File: src/rtl/mc_sequencer_pkg.sv
// mc_pkg: shared types and RV32I opcode constants for the multicycle
// stage sequencer (mc_sequencer) and its bus wait timer.
package mc_pkg;

  typedef enum logic [2:0] {
    ST_FETCH_REQ  = 3'd0,
    ST_FETCH_WAIT = 3'd1,
    ST_DECODE     = 3'd2,
    ST_EXECUTE    = 3'd3,
    ST_MEM_REQ    = 3'd4,
    ST_MEM_WAIT   = 3'd5,
    ST_WRITEBACK  = 3'd6,
    ST_HALT       = 3'd7
  } state_t;

  typedef enum logic [2:0] {
    CAUSE_ECALL      = 3'd0,
    CAUSE_ILLEGAL    = 3'd1,
    CAUSE_TIMEOUT    = 3'd2,
    CAUSE_MISALIGNED = 3'd3
  } trap_cause_t;

  typedef enum logic [1:0] {
    WB_ALU  = 2'd0,
    WB_LOAD = 2'd1,
    WB_PC4  = 2'd2
  } wb_sel_t;

  localparam logic [6:0] OPC_LOAD   = 7'b0000011;
  localparam logic [6:0] OPC_STORE  = 7'b0100011;
  localparam logic [6:0] OPC_OP     = 7'b0110011;
  localparam logic [6:0] OPC_OP_IMM = 7'b0010011;
  localparam logic [6:0] OPC_LUI    = 7'b0110111;
  localparam logic [6:0] OPC_AUIPC  = 7'b0010111;
  localparam logic [6:0] OPC_JAL    = 7'b1101111;
  localparam logic [6:0] OPC_JALR   = 7'b1100111;
  localparam logic [6:0] OPC_BRANCH = 7'b1100011;
  localparam logic [6:0] OPC_SYSTEM = 7'b1110011;

  // True for every opcode the sequencer knows how to step through.
  function automatic logic is_rv32i(input logic [6:0] opc);
    case (opc)
      OPC_LOAD, OPC_STORE, OPC_OP, OPC_OP_IMM, OPC_LUI, OPC_AUIPC,
      OPC_JAL, OPC_JALR, OPC_BRANCH, OPC_SYSTEM: is_rv32i = 1'b1;
      default:                                   is_rv32i = 1'b0;
    endcase
  endfunction

  // Instructions that produce a register result.
  function automatic logic writes_rf(input logic [6:0] opc);
    case (opc)
      OPC_LOAD, OPC_OP, OPC_OP_IMM, OPC_LUI, OPC_AUIPC,
      OPC_JAL, OPC_JALR: writes_rf = 1'b1;
      default:           writes_rf = 1'b0;
    endcase
  endfunction

  function automatic wb_sel_t wb_source(input logic [6:0] opc);
    case (opc)
      OPC_LOAD:           wb_source = WB_LOAD;
      OPC_JAL, OPC_JALR:  wb_source = WB_PC4;
      default:            wb_source = WB_ALU;
    endcase
  endfunction

endpackage

File: src/rtl/mc_sequencer_if.sv
// mc_sequencer_if: req/gnt/rvalid memory handshake between the sequencer
// (master) and the memory system (slave).
interface mc_sequencer_if #(
  parameter int XLEN = 32
);
  logic            mem_req;
  logic            mem_we;
  logic [XLEN-1:0] mem_addr;
  logic            mem_gnt;
  logic            mem_rvalid;
  logic [XLEN-1:0] mem_rdata;

  modport master (
    output mem_req, mem_we, mem_addr,
    input  mem_gnt, mem_rvalid, mem_rdata
  );

  modport slave (
    input  mem_req, mem_we, mem_addr,
    output mem_gnt, mem_rvalid, mem_rdata
  );
endinterface

File: src/rtl/mc_bus_timer.sv
// mc_bus_timer: saturating count of cycles spent in the current bus
// request/wait state. expire is raised during the cycle in which the count
// would reach MAX_COUNT, so the owner can leave on that same edge.
// MAX_COUNT = 0 disables expiry.
module mc_bus_timer #(
  parameter int unsigned MAX_COUNT = 255
) (
  input  logic clk,
  input  logic rst,
  input  logic clear,
  input  logic enable,
  output logic expire
);
  localparam int unsigned W     = (MAX_COUNT > 1) ? $clog2(MAX_COUNT + 1) : 1;
  localparam int unsigned LIMIT = (MAX_COUNT == 0) ? 0 : MAX_COUNT - 1;
  localparam logic [W-1:0] SAT  = W'(MAX_COUNT);
  localparam logic [W-1:0] LAST = W'(LIMIT);

  logic [W-1:0] count;

  // Wait-cycle counter: cleared on state entry, held at saturation.
  always_ff @(posedge clk or posedge rst) begin
    if (rst) begin
      count <= '0;
    end else if (clear) begin
      count <= '0;
    end else if (enable && (count != SAT)) begin
      count <= count + 1'b1;
    end
  end

  assign expire = (MAX_COUNT != 0) && enable && (count >= LAST);

endmodule

File: src/rtl/mc_sequencer.sv
// mc_sequencer: multicycle RV32I stage sequencer. Owns PC, instruction
// register and stage FSM; talks to memory over a req/gnt/rvalid handshake
// with a bus timeout, alignment checks and a sticky HALT/trap state.
// Optional build macro: PERF_COUNTERS_EN (cycle/instret counters).
module mc_sequencer
  import mc_pkg::*;
#(
  parameter int               XLEN        = 32,
  parameter logic [XLEN-1:0]  RESET_PC    = '0,
  parameter int unsigned      MEM_TIMEOUT = 255
) (
  input  logic               clk,
  input  logic               reset,
  input  logic [6:0]         opcode,
  input  logic [XLEN-1:0]    next_pc,
  input  logic [XLEN-1:0]    alu_result,
  mc_sequencer_if.master     bus,
  output logic [XLEN-1:0]    pc,
  output logic [31:0]        instr,
  output logic [XLEN-1:0]    load_data,
  output logic               rf_we,
  output logic [1:0]         wb_sel,
  output logic [2:0]         stage,
  output logic               halted,
  output logic [2:0]         trap_cause,
  output logic               retire,
  output logic [63:0]        cycle_count,
  output logic [63:0]        instret_count
);

  state_t      state;
  state_t      state_next;
  trap_cause_t halt_cause;
  logic        timer_en;
  logic        timer_expire;
  logic        instr_cap;
  logic        load_cap;
  logic        pc_upd;

  // The timer restarts whenever the FSM changes state, which covers entry
  // into every *_REQ/*_WAIT state.
  mc_bus_timer #(
    .MAX_COUNT (MEM_TIMEOUT)
  ) u_timer (
    .clk    (clk),
    .rst    (reset),
    .clear  (state_next != state),
    .enable (timer_en),
    .expire (timer_expire)
  );

  // Stage state register.
  always_ff @(posedge clk or posedge reset) begin
    if (reset) begin
      state <= ST_FETCH_REQ;
    end else begin
      state <= state_next;
    end
  end

  // Next-state, bus strobes and writeback controls.
  always_comb begin
    state_next   = state;
    halt_cause   = CAUSE_ECALL;
    bus.mem_req  = 1'b0;
    bus.mem_we   = 1'b0;
    bus.mem_addr = pc;
    rf_we        = 1'b0;
    wb_sel       = WB_ALU;
    retire       = 1'b0;
    timer_en     = 1'b0;
    instr_cap    = 1'b0;
    load_cap     = 1'b0;
    pc_upd       = 1'b0;

    case (state)
      ST_FETCH_REQ: begin
        if (pc[1:0] != 2'b00) begin
          state_next = ST_HALT;
          halt_cause = CAUSE_MISALIGNED;
        end else begin
          bus.mem_req = 1'b1;
          timer_en    = 1'b1;
          if (bus.mem_gnt) begin
            state_next = ST_FETCH_WAIT;
          end else if (timer_expire) begin
            state_next = ST_HALT;
            halt_cause = CAUSE_TIMEOUT;
          end
        end
      end
      ST_FETCH_WAIT: begin
        timer_en = 1'b1;
        if (bus.mem_rvalid) begin
          instr_cap  = 1'b1;
          state_next = ST_DECODE;
        end else if (timer_expire) begin
          state_next = ST_HALT;
          halt_cause = CAUSE_TIMEOUT;
        end
      end
      ST_DECODE: begin
        if (opcode == OPC_SYSTEM) begin
          state_next = ST_HALT;
          halt_cause = CAUSE_ECALL;
        end else if (!is_rv32i(opcode)) begin
          state_next = ST_HALT;
          halt_cause = CAUSE_ILLEGAL;
        end else begin
          state_next = ST_EXECUTE;
        end
      end
      ST_EXECUTE: begin
        if ((opcode == OPC_LOAD) || (opcode == OPC_STORE)) begin
          state_next = ST_MEM_REQ;
        end else begin
          state_next = ST_WRITEBACK;
        end
      end
      ST_MEM_REQ: begin
        bus.mem_req  = 1'b1;
        bus.mem_we   = (opcode == OPC_STORE);
        bus.mem_addr = alu_result;
        timer_en     = 1'b1;
        if (bus.mem_gnt) begin
          state_next = ST_MEM_WAIT;
        end else if (timer_expire) begin
          state_next = ST_HALT;
          halt_cause = CAUSE_TIMEOUT;
        end
      end
      ST_MEM_WAIT: begin
        timer_en = 1'b1;
        if (bus.mem_rvalid) begin
          load_cap   = (opcode == OPC_LOAD);
          state_next = ST_WRITEBACK;
        end else if (timer_expire) begin
          state_next = ST_HALT;
          halt_cause = CAUSE_TIMEOUT;
        end
      end
      ST_WRITEBACK: begin
        if (next_pc[1:0] != 2'b00) begin
          state_next = ST_HALT;
          halt_cause = CAUSE_MISALIGNED;
        end else begin
          rf_we      = writes_rf(opcode);
          wb_sel     = wb_source(opcode);
          retire     = 1'b1;
          pc_upd     = 1'b1;
          state_next = ST_FETCH_REQ;
        end
      end
      ST_HALT: begin
        state_next = ST_HALT;
      end
      default: begin
        state_next = ST_FETCH_REQ;
      end
    endcase

    // FETCH_REQ is the reset state; keep the request low while reset is held.
    if (reset) begin
      bus.mem_req = 1'b0;
    end
  end

  // PC, instruction/load capture and trap cause latch.
  always_ff @(posedge clk or posedge reset) begin
    if (reset) begin
      pc         <= RESET_PC;
      instr      <= '0;
      load_data  <= '0;
      trap_cause <= '0;
    end else begin
      if (pc_upd) begin
        pc <= next_pc;
      end
      if (instr_cap) begin
        instr <= bus.mem_rdata[31:0];
      end
      if (load_cap) begin
        load_data <= bus.mem_rdata;
      end
      if ((state_next == ST_HALT) && (state != ST_HALT)) begin
        trap_cause <= halt_cause;
      end
    end
  end

  assign stage  = state;
  assign halted = (state == ST_HALT);

`ifdef PERF_COUNTERS_EN
  logic [63:0] cycle_q;
  logic [63:0] instret_q;

  // Performance counters: cycles outside HALT, and retired instructions.
  always_ff @(posedge clk or posedge reset) begin
    if (reset) begin
      cycle_q   <= '0;
      instret_q <= '0;
    end else begin
      if (state != ST_HALT) begin
        cycle_q <= cycle_q + 64'd1;
      end
      if (retire) begin
        instret_q <= instret_q + 64'd1;
      end
    end
  end

  assign cycle_count   = cycle_q;
  assign instret_count = instret_q;
`else
  assign cycle_count   = '0;
  assign instret_count = '0;
`endif

endmodule

File: src/flat_wrapper.sv
// flat-port wrapper written by rule: the top's interface ports become plain ports
module mc_sequencer_flat import mc_pkg::*;
#(
  parameter int               XLEN        = 32,
  parameter logic [XLEN-1:0]  RESET_PC    = '0,
  parameter int unsigned      MEM_TIMEOUT = 255
)
  (clk, reset, opcode, next_pc, alu_result, pc, instr, load_data, rf_we, wb_sel, stage, halted, trap_cause, retire, cycle_count, instret_count, bus_mem_req, bus_mem_we, bus_mem_addr, bus_mem_gnt, bus_mem_rvalid, bus_mem_rdata);
  mc_sequencer_if #(.XLEN(XLEN)) bus_i ();
  input  logic clk;
  input  logic reset;
  input  logic [6:0] opcode;
  input  logic [XLEN-1:0] next_pc;
  input  logic [XLEN-1:0] alu_result;
  output logic [XLEN-1:0] pc;
  output logic [31:0] instr;
  output logic [XLEN-1:0] load_data;
  output logic rf_we;
  output logic [1:0] wb_sel;
  output logic [2:0] stage;
  output logic halted;
  output logic [2:0] trap_cause;
  output logic retire;
  output logic [63:0] cycle_count;
  output logic [63:0] instret_count;
  output wire logic [$bits(bus_i.mem_req)-1:0] bus_mem_req;
  output wire logic [$bits(bus_i.mem_we)-1:0] bus_mem_we;
  output wire logic [$bits(bus_i.mem_addr)-1:0] bus_mem_addr;
  input wire logic [$bits(bus_i.mem_gnt)-1:0] bus_mem_gnt;
  input wire logic [$bits(bus_i.mem_rvalid)-1:0] bus_mem_rvalid;
  input wire logic [$bits(bus_i.mem_rdata)-1:0] bus_mem_rdata;
  assign bus_mem_req = bus_i.mem_req;
  assign bus_mem_we = bus_i.mem_we;
  assign bus_mem_addr = bus_i.mem_addr;
  assign bus_i.mem_gnt = bus_mem_gnt;
  assign bus_i.mem_rvalid = bus_mem_rvalid;
  assign bus_i.mem_rdata = bus_mem_rdata;
  mc_sequencer #(.XLEN(XLEN), .RESET_PC(RESET_PC), .MEM_TIMEOUT(MEM_TIMEOUT)) u_core (.clk(clk), .reset(reset), .opcode(opcode), .next_pc(next_pc), .alu_result(alu_result), .bus(bus_i), .pc(pc), .instr(instr), .load_data(load_data), .rf_we(rf_we), .wb_sel(wb_sel), .stage(stage), .halted(halted), .trap_cause(trap_cause), .retire(retire), .cycle_count(cycle_count), .instret_count(instret_count));
endmodule
File: config.mk
export PLATFORM = sky130hd
export DESIGN_NAME = mc_sequencer_flat
export DESIGN_NICKNAME = d
export VERILOG_FILES = /design/src/rtl/mc_sequencer_pkg.sv /design/src/rtl/mc_sequencer_if.sv /design/src/rtl/mc_bus_timer.sv /design/src/rtl/mc_sequencer.sv /design/src/flat_wrapper.sv
export SDC_FILE = /design/constraint.sdc
export NUM_CORES = 1
export LEC_CHECK = 0
export ABC_AREA = 1
export CORE_AREA = 5 5 145 147
export DETAILED_ROUTE_END_ITERATION = 8
export DIE_AREA = 0 0 150 152
export PLACE_DENSITY = 0.7
export REMOVE_ABC_BUFFERS = 1
export SYNTH_ARGS = -nofsm -noshare
export SYNTH_HDL_FRONTEND = slang
export SYNTH_HIERARCHICAL = 1
export SYNTH_SLANG_ARGS = --single-unit
File: constraint.sdc
create_clock -name clk -period 4.5 [get_ports clk]
set_clock_uncertainty 0.1 [all_clocks]
set_input_delay 0.9 -clock clk [delete_from_list [all_inputs] [get_ports clk]]
set_output_delay 0.9 -clock clk [all_outputs]
set_load 0.1 [all_outputs]
==> qor.yml <==
r2r_cells: 21
max_freq_mhz: 292
critPathTopFamily: "buffers and inverters"
nets: 1148
worstHoldEndpoint: "u_core/instr[14]"
fin_ws_ns: 1.08
final_area_mm2: 0.00860
cts.repair.resized: 0
rr_startpoint: "u_core/stage[0]"
cts_max_level: 3
antenna_found_initial: 0
grt_usage_pct: 15.5
hold_viol_final: 0
drc: 0
num_rows: 52
rsz0062_at_grt: "no"
grt_pass1_vias: 5013
dr.pass1.iters: 6
cp_max_fo: 3
multi_input_area_mm2: 0.00250
cap_violations: 0
wl_met2_um: 8720
cts_buffers: 9
path_clk_slew_ns: 0.08
startpoint_type: "input port"
rrSetupSlack_ns: 1.20
ctsLongestPathBuffers: 2
slew_violations: 0
yosysUniqueCellTypes: 31
place_ws_ns: 1.08
slowest_delay_ns: 0.46
cp_num_buf_inv: 4
syn_area_mm2: 0.00608
hold-path-cell-count: 2
numPlacedInstances: 1298
arrival_ns: 2.42
drt_iter0_drc: 178
wl_met1_um: 7480
holdBufCountCts: 0
core_region_area_mm2: 0.0198
start_util_pct: 30.7
drt-vias-per-instance: 4.03
die-width_um: 150
cts_sinks: 109
required_ns: 3.50
syn_avg_cell_area_um2: 7.59
cp-end-kind: "output port"
grt_pass1_wl_um: 28100
grt_max_degree: 65
synth-seq-cells: 109
yosys.area.top_type_share_pct: 44.9
routed.top_layer: "met4"
synth_top_area_cell: "dfrtp_1"
crit_chain: "clkdlybuf4s50_1 -> nor2_2 -> nand2_1 -> inv_1 -> nand3_1 -> clkinv_1 -> nor2_1 -> a21oi_1 -> buf_12"
wire_per_inst_um: 13.9
yosys_warnings: 6
seq_area_mm2: 0.00273
fillerInstances: 1996
syn_inst: 801
final_cells: 1315
final_util_pct: 43.5
routed_wl_um: 18300
min-delay-start: "u_core/instr[14]"
gp_congestion: 0.859
root_buffer: "clkbuf_16"
setup_viol: 0
io_buffers: 246
hold_path_class: "reg -> reg"
wl_met3_um: 1850
post-cts-setup-buffers: 0
placed_area_mm2: 0.00829
finalCritPeriodShare_pct: 76.0
slowest_stage: "clkdlybuf4s50_1"
r2r_end: "u_core/u_timer/count[1]"
synth_area_leaders: "dfrtp_1 (45%), nand2_1 (19%), buf_4 (16%)"
worstMarginPinSlew_ns: 1.12
cts_tree: "built"
place_hpwl_um: 14200
grt_overflow: 0
vias: 5295
top_level_ports: 376
slew_headroom_pct: 25.3
clk_latency_ns: 0.34
die_h_um: 152
outcome: "finished, final reports clean"
drive_gt1_share_pct: 8.33
crit_type: "in -> out"
ys_seq_area_share_pct: 44.9
die_area_mm2: 0.0228
finalCriticalPeriod_ns: 3.42
ant_nets: 0
area_growth_pct: 41.5
worst register-to-register path: stages (launching register included):
cell and delay, ns:
dfrtp_1 0.50, nor2_2 0.19, nand2_1 0.13, nor3_2 0.22
nor2_1 0.11, a21oi_1 0.30, inv_1 0.10, nor2_1 0.11
o211a_1 0.22, inv_1 0.09, a21oi_1 0.17, inv_1 0.05
nand2_1 0.11, nand2_2 0.08, inv_1 0.07, nand2_1 0.05
nand4_1 0.18, inv_2 0.12, nand2_4 0.12, clkinv_2 0.08
nand2_1 0.06, nand2_1 0.05
how the worst max path moves through the flow:
stage | from | end | slack (ns) | cells past startpoint
after CTS | opcode[3] | rf_we | 1.05 | 9
after global routing | u_core/stage[0] | u_core/u_timer/count[7] | 0.88 | 21
after floorplan | u_core/stage[0] | bus_mem_addr[0] | -0.50 | 4
after global placement | opcode[3] | rf_we | 1.08 | 9
final | opcode[3] | rf_we | 1.08 | 9
after detailed placement | opcode[1] | rf_we | 1.08 | 10
cells in the mapped netlist (all sizes together):
cell    instances
o211a           1
conb            1
a21boi          1
a21oi           7
xor2            2
clkinv          3
nand2         321
ha              2
or2             1
clkbuf         13
buf           140
nor2           38
nand4           4
nand3          16
o21bai          1
inv            66
o21ai          70
nor3            4
dfrtp         109
o211ai          1
sequential cells by signal, summed over array words and instances (netlist names):
| register | cells |
|---|---|
| u_core/instr | 32 |
| u_core/load_data | 32 |
| u_core/pc | 32 |
| u_core/u_timer/count | 8 |
| u_core/stage | 3 |
| u_core/trap_cause | 2 |
cell usage in the layout (no fill, tap or decap), types with 2 or more instances in the layout:
cell               n
nor2_2             3
inv_2              6
clkdlybuf4s50_1  208
nand3_1           16
inv_6              2
o21ai_1            4
ha_1               2
nand2_2            9
clkinv_1           2
nand2_1          311
conb_1           129
a21oi_1            7
xor2_1             2
buf_12             4
dfrtp_1          109
inv_1             59
clkbuf_16          9
nor2_4             3
nor2_1            32
buf_4             40
o21ai_0           66
nor3_1             3
nand4_1            3
inv_8              2
routing by layer:
layer  vias up  global-route usage, %
met3        16                   5.87
met4         0                   3.70
met2       230                   25.9
li1       2659                      -
met1      2390                   18.8
met5         -                      0
cell type report:
| type | instances | share of cell area, % |
|---|---|---|
| Sequential cell | 109 | 31.7 |
| Antenna cell | 1 | 0.0291 |
| Clock inverter | 7 | 0.945 |
| Clock buffer | 9 | 2.62 |
| Tap cell | 270 | 3.93 |
| Multi-Input combinational cell | 598 | 29.1 |
| Timing Repair Buffer | 252 | 28.6 |
| Inverter | 69 | 3.05 |
metrics by stage:
step           setup TNS (ns)  hold WS [ns]
6_report                    0         0.386
3_3_place_gp                0         0.363
2_1_floorplan           -1.24         0.390
5_1_grt                     0         0.413
3_5_place_dp                0         0.372
4_1_cts                     0         0.392
kinds of logic after synthesis:
family                   Yosys count  share of synthesized area [%]
AND/OR/NAND/NOR                  384                           25.6
buffers and inverters            222                           21.9
flip-flops                       109                           44.9
AO/OA/AOI/OAI                     81                           6.87
XOR/XNOR                           2                          0.288
adder cells (fa/ha/maj)            2                          0.411
other                              1                         0.0617
Power is left out: the tool's default activity adds up to more than one toggle a clock period on the data nets, which glitch-free logic cannot reach.
